`config.mk`:
```
export PLATFORM = sky130hd
export DESIGN_NAME = sar_avg_fifo
export DESIGN_NICKNAME = d
export VERILOG_FILES = /design/src/rtl/sar_pkg.sv /design/src/rtl/sar_result_fifo.sv /design/src/rtl/sar_avg_fifo.sv
export SDC_FILE = /design/constraint.sdc
export NUM_CORES = 1
export LEC_CHECK = 0
export ABC_AREA = 1
export BUFFER_PORTS_ARGS = -buffer_cell sky130_fd_sc_hd__buf_2
export CORE_UTILIZATION = 45
export CTS_CLUSTER_DIAMETER = 60
export DETAILED_ROUTE_END_ITERATION = 10
export GPL_TIMING_DRIVEN = 0
export HOLD_SLACK_MARGIN = 0.05
export PLACE_DENSITY = 0.7
export SLEW_MARGIN = 15
export SYNTH_ARGS = -nofsm -noshare
export SYNTH_HDL_FRONTEND = slang
export SYNTH_SLANG_ARGS = --single-unit
```
`constraint.sdc`:
```
create_clock -name clk -period 2.7 [get_ports clk]
set_input_delay 0.27 -clock clk [delete_from_list [all_inputs] [get_ports clk]]
set_output_delay 0.27 -clock clk [all_outputs]
set_load 0.01 [all_outputs]
```
`src/rtl/sar_pkg.sv`:
```
// Shared definitions for the SAR conversion path: code width and a
// constant-foldable ceil(log2) helper for sizing pointers and counters.
package sar_pkg;

  localparam int SAR_W = 8;

  function automatic int clog2(input int value);
    int r;
    r = 0;
    while ((1 << r) < value) r++;
    return r;
  endfunction

endpackage

```
`src/rtl/sar_result_fifo.sv`:
```
// First-word-fall-through result queue with occupancy count.
// The caller must never push while full unless it pops in the same cycle.
module sar_result_fifo
  import sar_pkg::*;
#(
  parameter int W     = SAR_W,
  parameter int DEPTH = 4
) (
  input  logic                   clk,
  input  logic                   rst,
  input  logic                   push,
  input  logic [W-1:0]           push_data,
  input  logic                   pop,
  input  logic                   flush,
  output logic [W-1:0]           head,
  output logic [clog2(DEPTH):0]  level,
  output logic                   full
);

  localparam int AW = clog2(DEPTH);

  logic [W-1:0]  mem [DEPTH];
  logic [AW-1:0] wr_ptr;
  logic [AW-1:0] rd_ptr;
  logic          do_pop;

  assign do_pop = pop & (level != '0);
  assign full   = (level == (AW + 1)'(DEPTH));
  // Gate the head so stale storage never shows while the queue is empty.
  assign head   = (level != '0) ? mem[rd_ptr] : '0;

  always_ff @(posedge clk or posedge rst) begin
    if (rst) begin
      wr_ptr <= '0;
      rd_ptr <= '0;
      level  <= '0;
    end else if (flush) begin
      wr_ptr <= '0;
      rd_ptr <= '0;
      level  <= '0;
    end else begin
      if (push)   wr_ptr <= wr_ptr + 1'b1;
      if (do_pop) rd_ptr <= rd_ptr + 1'b1;
      case ({push, do_pop})
        2'b10:   level <= level + 1'b1;
        2'b01:   level <= level - 1'b1;
        default: level <= level;
      endcase
    end
  end

  always_ff @(posedge clk) begin
    if (push && !flush) mem[wr_ptr] <= push_data;
  end

endmodule

```
`src/rtl/sar_avg_fifo.sv`:
```
// Averages groups of 2^AVG_LOG2 SAR codes with round-half-up and queues
// the results for a valid/ready consumer; dropped results set a sticky flag.
module sar_avg_fifo
  import sar_pkg::*;
#(
  parameter int AVG_LOG2   = 2,
  parameter int FIFO_DEPTH = 4
) (
  input  logic                        clk,
  input  logic                        rst,
  input  logic [SAR_W-1:0]            sar_in,
  input  logic                        eoc_in,
  input  logic                        flush,
  output logic [SAR_W-1:0]            out_data,
  output logic                        out_valid,
  input  logic                        out_ready,
  output logic [clog2(FIFO_DEPTH):0]  level,
  output logic                        overflow,
  input  logic                        clr_ovf
);

  localparam int ACC_W = SAR_W + AVG_LOG2;
  localparam logic [ACC_W-1:0] RND = ACC_W'((1 << AVG_LOG2) >> 1);

  logic [ACC_W-1:0] acc;
  logic [ACC_W-1:0] sum;
  logic [SAR_W-1:0] result;
  logic             last_sample;
  logic             push_req;
  logic             push_ok;
  logic             pop;
  logic             full;
  logic             drop;

  // Full-group sum plus half an LSB never exceeds ACC_W bits.
  assign sum      = acc + ACC_W'(sar_in) + RND;
  assign result   = sum[ACC_W-1:AVG_LOG2];

  assign push_req = eoc_in & ~flush & last_sample;
  assign out_valid = (level != '0);
  assign pop      = out_valid & out_ready & ~flush;
  assign push_ok  = push_req & (~full | pop);
  assign drop     = push_req & full & ~pop;

  generate
    if (AVG_LOG2 == 0) begin : g_no_cnt
      assign last_sample = 1'b1;
    end else begin : g_cnt
      logic [AVG_LOG2-1:0] cnt;
      assign last_sample = &cnt;
      always_ff @(posedge clk or posedge rst) begin
        if (rst)                 cnt <= '0;
        else if (flush)          cnt <= '0;
        else if (eoc_in)         cnt <= cnt + 1'b1;
      end
    end
  endgenerate

  always_ff @(posedge clk or posedge rst) begin
    if (rst)                  acc <= '0;
    else if (flush)           acc <= '0;
    else if (eoc_in) begin
      if (last_sample)        acc <= '0;
      else                    acc <= acc + ACC_W'(sar_in);
    end
  end

  // A drop in the same cycle as clr_ovf keeps the flag set.
  always_ff @(posedge clk or posedge rst) begin
    if (rst)          overflow <= 1'b0;
    else if (drop)    overflow <= 1'b1;
    else if (clr_ovf) overflow <= 1'b0;
  end

  sar_result_fifo #(
    .W     (SAR_W),
    .DEPTH (FIFO_DEPTH)
  ) u_fifo (
    .clk       (clk),
    .rst       (rst),
    .push      (push_ok),
    .push_data (result),
    .pop       (pop),
    .flush     (flush),
    .head      (out_data),
    .level     (level),
    .full      (full)
  );

endmodule

```
==> flow_summary.ini <==
[pwr]
vdd_drop_max_uv = 373.6
seq_power_share_pct = 44.1
p_comb_share_pct = 35.1
swShare_pct = 36.34
pwr-share-clk_pct = 20.8
power_density_nw_per_um2 = 676.5
p_int_mw = 1.395
p_leak_nw = 1.494
p_sw_uw = 796.8

[routing]
dr.pass1.iters = 4
routed_via_density = 4.930
wl_per_cell_um = 11.97
first_iter_violations = 68
drc = 0
postRouteAntennaNets = 0
drt-total-wl_um = 5302
vias = 2184

[clock_network]
cts.root.buffer_cell = clkbuf_8
htree_levels = 2
cts_sinks = 52
cts_buffers = 5
insertion_delay_ps = 300
clk_path_buf_depth = 2
cts_resized = 0
path_clk_slew_ps = 100
cts_tree = built
post-cts-setup-buffers = 0
cts_hold_buf = 0

[die]
fp.dieH_um = 82.58
core_area_um2 = 6096
ios = 27
die_w_um = 82.58
dieArea_um2 = 6819
initial_core_util_pct = 47.93
core.rowCount = 28

[placed_design]
io_buffer_count = 26
place_area_um2 = 3146
dp_hpwl_um = 4128
gp_congestion = 0.8601

[timing]
finalSetupViolations = 0
finalClockSkew_ps = 8.671
finalHoldViolCount = 0
worst_pin_slew_ps = 798.6
max_slew_margin_pct = 46.57
finalCritPeriodShare_pct = 86.36
grt_setup_unrepaired = no
finalCriticalPeriod_ps = 2332
drv_slew = 0
fin_tns_setup_ps = 0
fmax_mhz = 428.8

[yosys]
syn_nets = 364
synth.area.mux_share_pct = 0
synth_xor_area_share_pct = 3.212
synth_area_leaders = edfxtp_1 (33%), dfrtp_1 (17%), nand2_1 (8.9%)
seq_area_frac_synth_pct = 50.02
synth.cell_area_um2 = 2922
ys_seq_elements = 52
synthArstFlopShare_pct = 38.46
ys_types = 29
synthCells = 334
synth_top_area_share_pct = 32.89
yosysWarnings = 0
synth_compound_area_share_pct = 8.608
synthTopCellsByCount = nand2_1 (69), nor2_1 (47), inv_1 (39)
synth-simple-area-share_pct = 24.50
synth_top_family_by_area = simple AND/OR/NAND/NOR gates
synth_edf_count = 32
synth_fa_ha_area_share_pct = 7.366
synthFlopType = edfxtp_1
syn_area_per_cell_um2 = 8.747
yosysTopAreaCell = edfxtp_1
synth.most_common_cell = nand2_1

[setup_path]
reg2reg_depth = 12
r2r_start = acc[0]
crit_start = acc[0]
end_kind = register
path_class = register to register
cp.arrival_ps = 2380
r2r_setup_slack_ps = 370
cp-start-kind = register
regToRegEndpoint = u_fifo.mem[1][7]
worstPathMaxFanout = 4
worstPathRequired_ps = 2740

[cells_and_area]
drive_above_1_share_pct = 15.76
final_nets = 397
regArea_um2 = 1461
multi_input_area_um2 = 1276
fin_util_pct = 53.16
syn_to_final_growth_pct = 10.92
fin_area_um2 = 3241
diodes = 0
fillers = 565

[global_route]
gr-usage-met3_pct = 3.516
grt.met2_usage_pct = 31.07
use_met1_pct = 22.22
grt_pass1_wl_um = 8907
top_usage_layer = met2
grt-ovfl-total = 0
grt_max_degree = 21
track_usage_pct = 17.77
antenna_found_initial = 0
grt_pass1_vias = 1994

[run]
cap_violations = 0

[hold_path]
min_path_type = input pin to asynchronous set/reset pin

[run_status]
status = finished, final reports clean
[sequential cells by signal, indices dropped and copies added, names as in the netlist]
name	cells
u_fifo.mem	32
acc	10
u_fifo.level	3
g_cnt.cnt	2
u_fifo.rd_ptr	2
u_fifo.wr_ptr	2
overflow	1
[power by group through the flow]
stage | Clock (mW) | Sequential (mW) | Combinational, mW
after CTS | 0.475 | 0.968 | 0.776
after global placement | 0 | 0.983 | 0.751
final | 0.456 | 0.968 | 0.769
after floorplan | 0 | 0.987 | 0.551
after detailed placement | 0 | 0.985 | 0.773
after global routing | 0.501 | 0.974 | 0.875
[metal layers]
layer | vias up | share of wire (%)
met5 | - | 0
met4 | 0 | 0.83
met3 | 4 | 2.5
met2 | 25 | 47
met1 | 988 | 50
li1 | 1167 | -
[how the worst max path moves through the flow]
stage	depth (start not counted)	slack [ps]	end
floorplan	8	530	u_fifo.mem[0][5]
CTS	12	340	u_fifo.mem[1][7]
global route	8	180	u_fifo.mem[0][5]
finish	12	370	u_fifo.mem[1][7]
global placement	9	360	u_fifo.mem[0][5]
detailed placement	9	350	u_fifo.mem[0][5]
[through the flow]
step                total power [mW]  hold WS (ps)  worst slack [ps]  cells
finish                         2.192         97.59             368.2    443
floorplan                      1.538         233.8             527.6    334
global route                   2.351         127.9             178.0    443
global placement               1.735         451.7             361.0    435
CTS                            2.219         122.2             341.4    443
detailed placement             1.758         459.1             346.6    435
[worst max-delay path: stages (launching register included)]
cell and delay, ps:
dfrtp_1 390, ha_1 250, fa_1 460, nand3_1 120, nand3_2 100, nand2_1 120, nand2_1 80, nand2_1 60
nand2_1 90, nor2_1 130, nand3_1 100, nand2_1 70, nand2_1 100
[cells by family (layout without fill, tap and decap cells)]
family | after synthesis | count (layout)
compound gates | 48 | 48
xor+xnor | 9 | 9
fa+ha+maj | 16 | 16
buf+inv | 48 | 82
flops | 52 | 52
simple gates | 161 | 161
[layout by cell type (no fill, tap or decap)]
master,instances
inv_8,1
clkinvlp_4,2
or2_2,1
nand4_1,7
inv_2,2
nand3_1,22
fa_1,2
nand3_2,3
nor2_1,47
buf_2,29
nand2_1,69
edfxtp_1,32
a22o_1,1
nor3_4,1
ha_1,14
nand2_2,6
o21ai_1,1
clkbuf_1,3
xnor2_2,1
xor2_1,3
dfrtp_1,20
o22ai_1,3
a21oi_1,13
clkbuf_8,5
xnor2_1,4
a21oi_2,1
inv_1,39
nor2_4,1
nor2_2,4
xor2_2,1
clkinv_1,1
o21ai_0,29
[area by class of cell]
| class | count | area share, % |
|---|---|---|
| inverters | 42 | 4.865 |
| plain buffers | 6 | 0.8108 |
| flip-flops and latches | 52 | 45.10 |
| repair buffers | 26 | 4.015 |
| clock inverters | 3 | 0.8108 |
| well taps | 75 | 2.896 |
| clock buffers | 5 | 2.124 |
| multi-input cells | 234 | 39.38 |
Note: power is estimated with default switching activity, not from simulation.
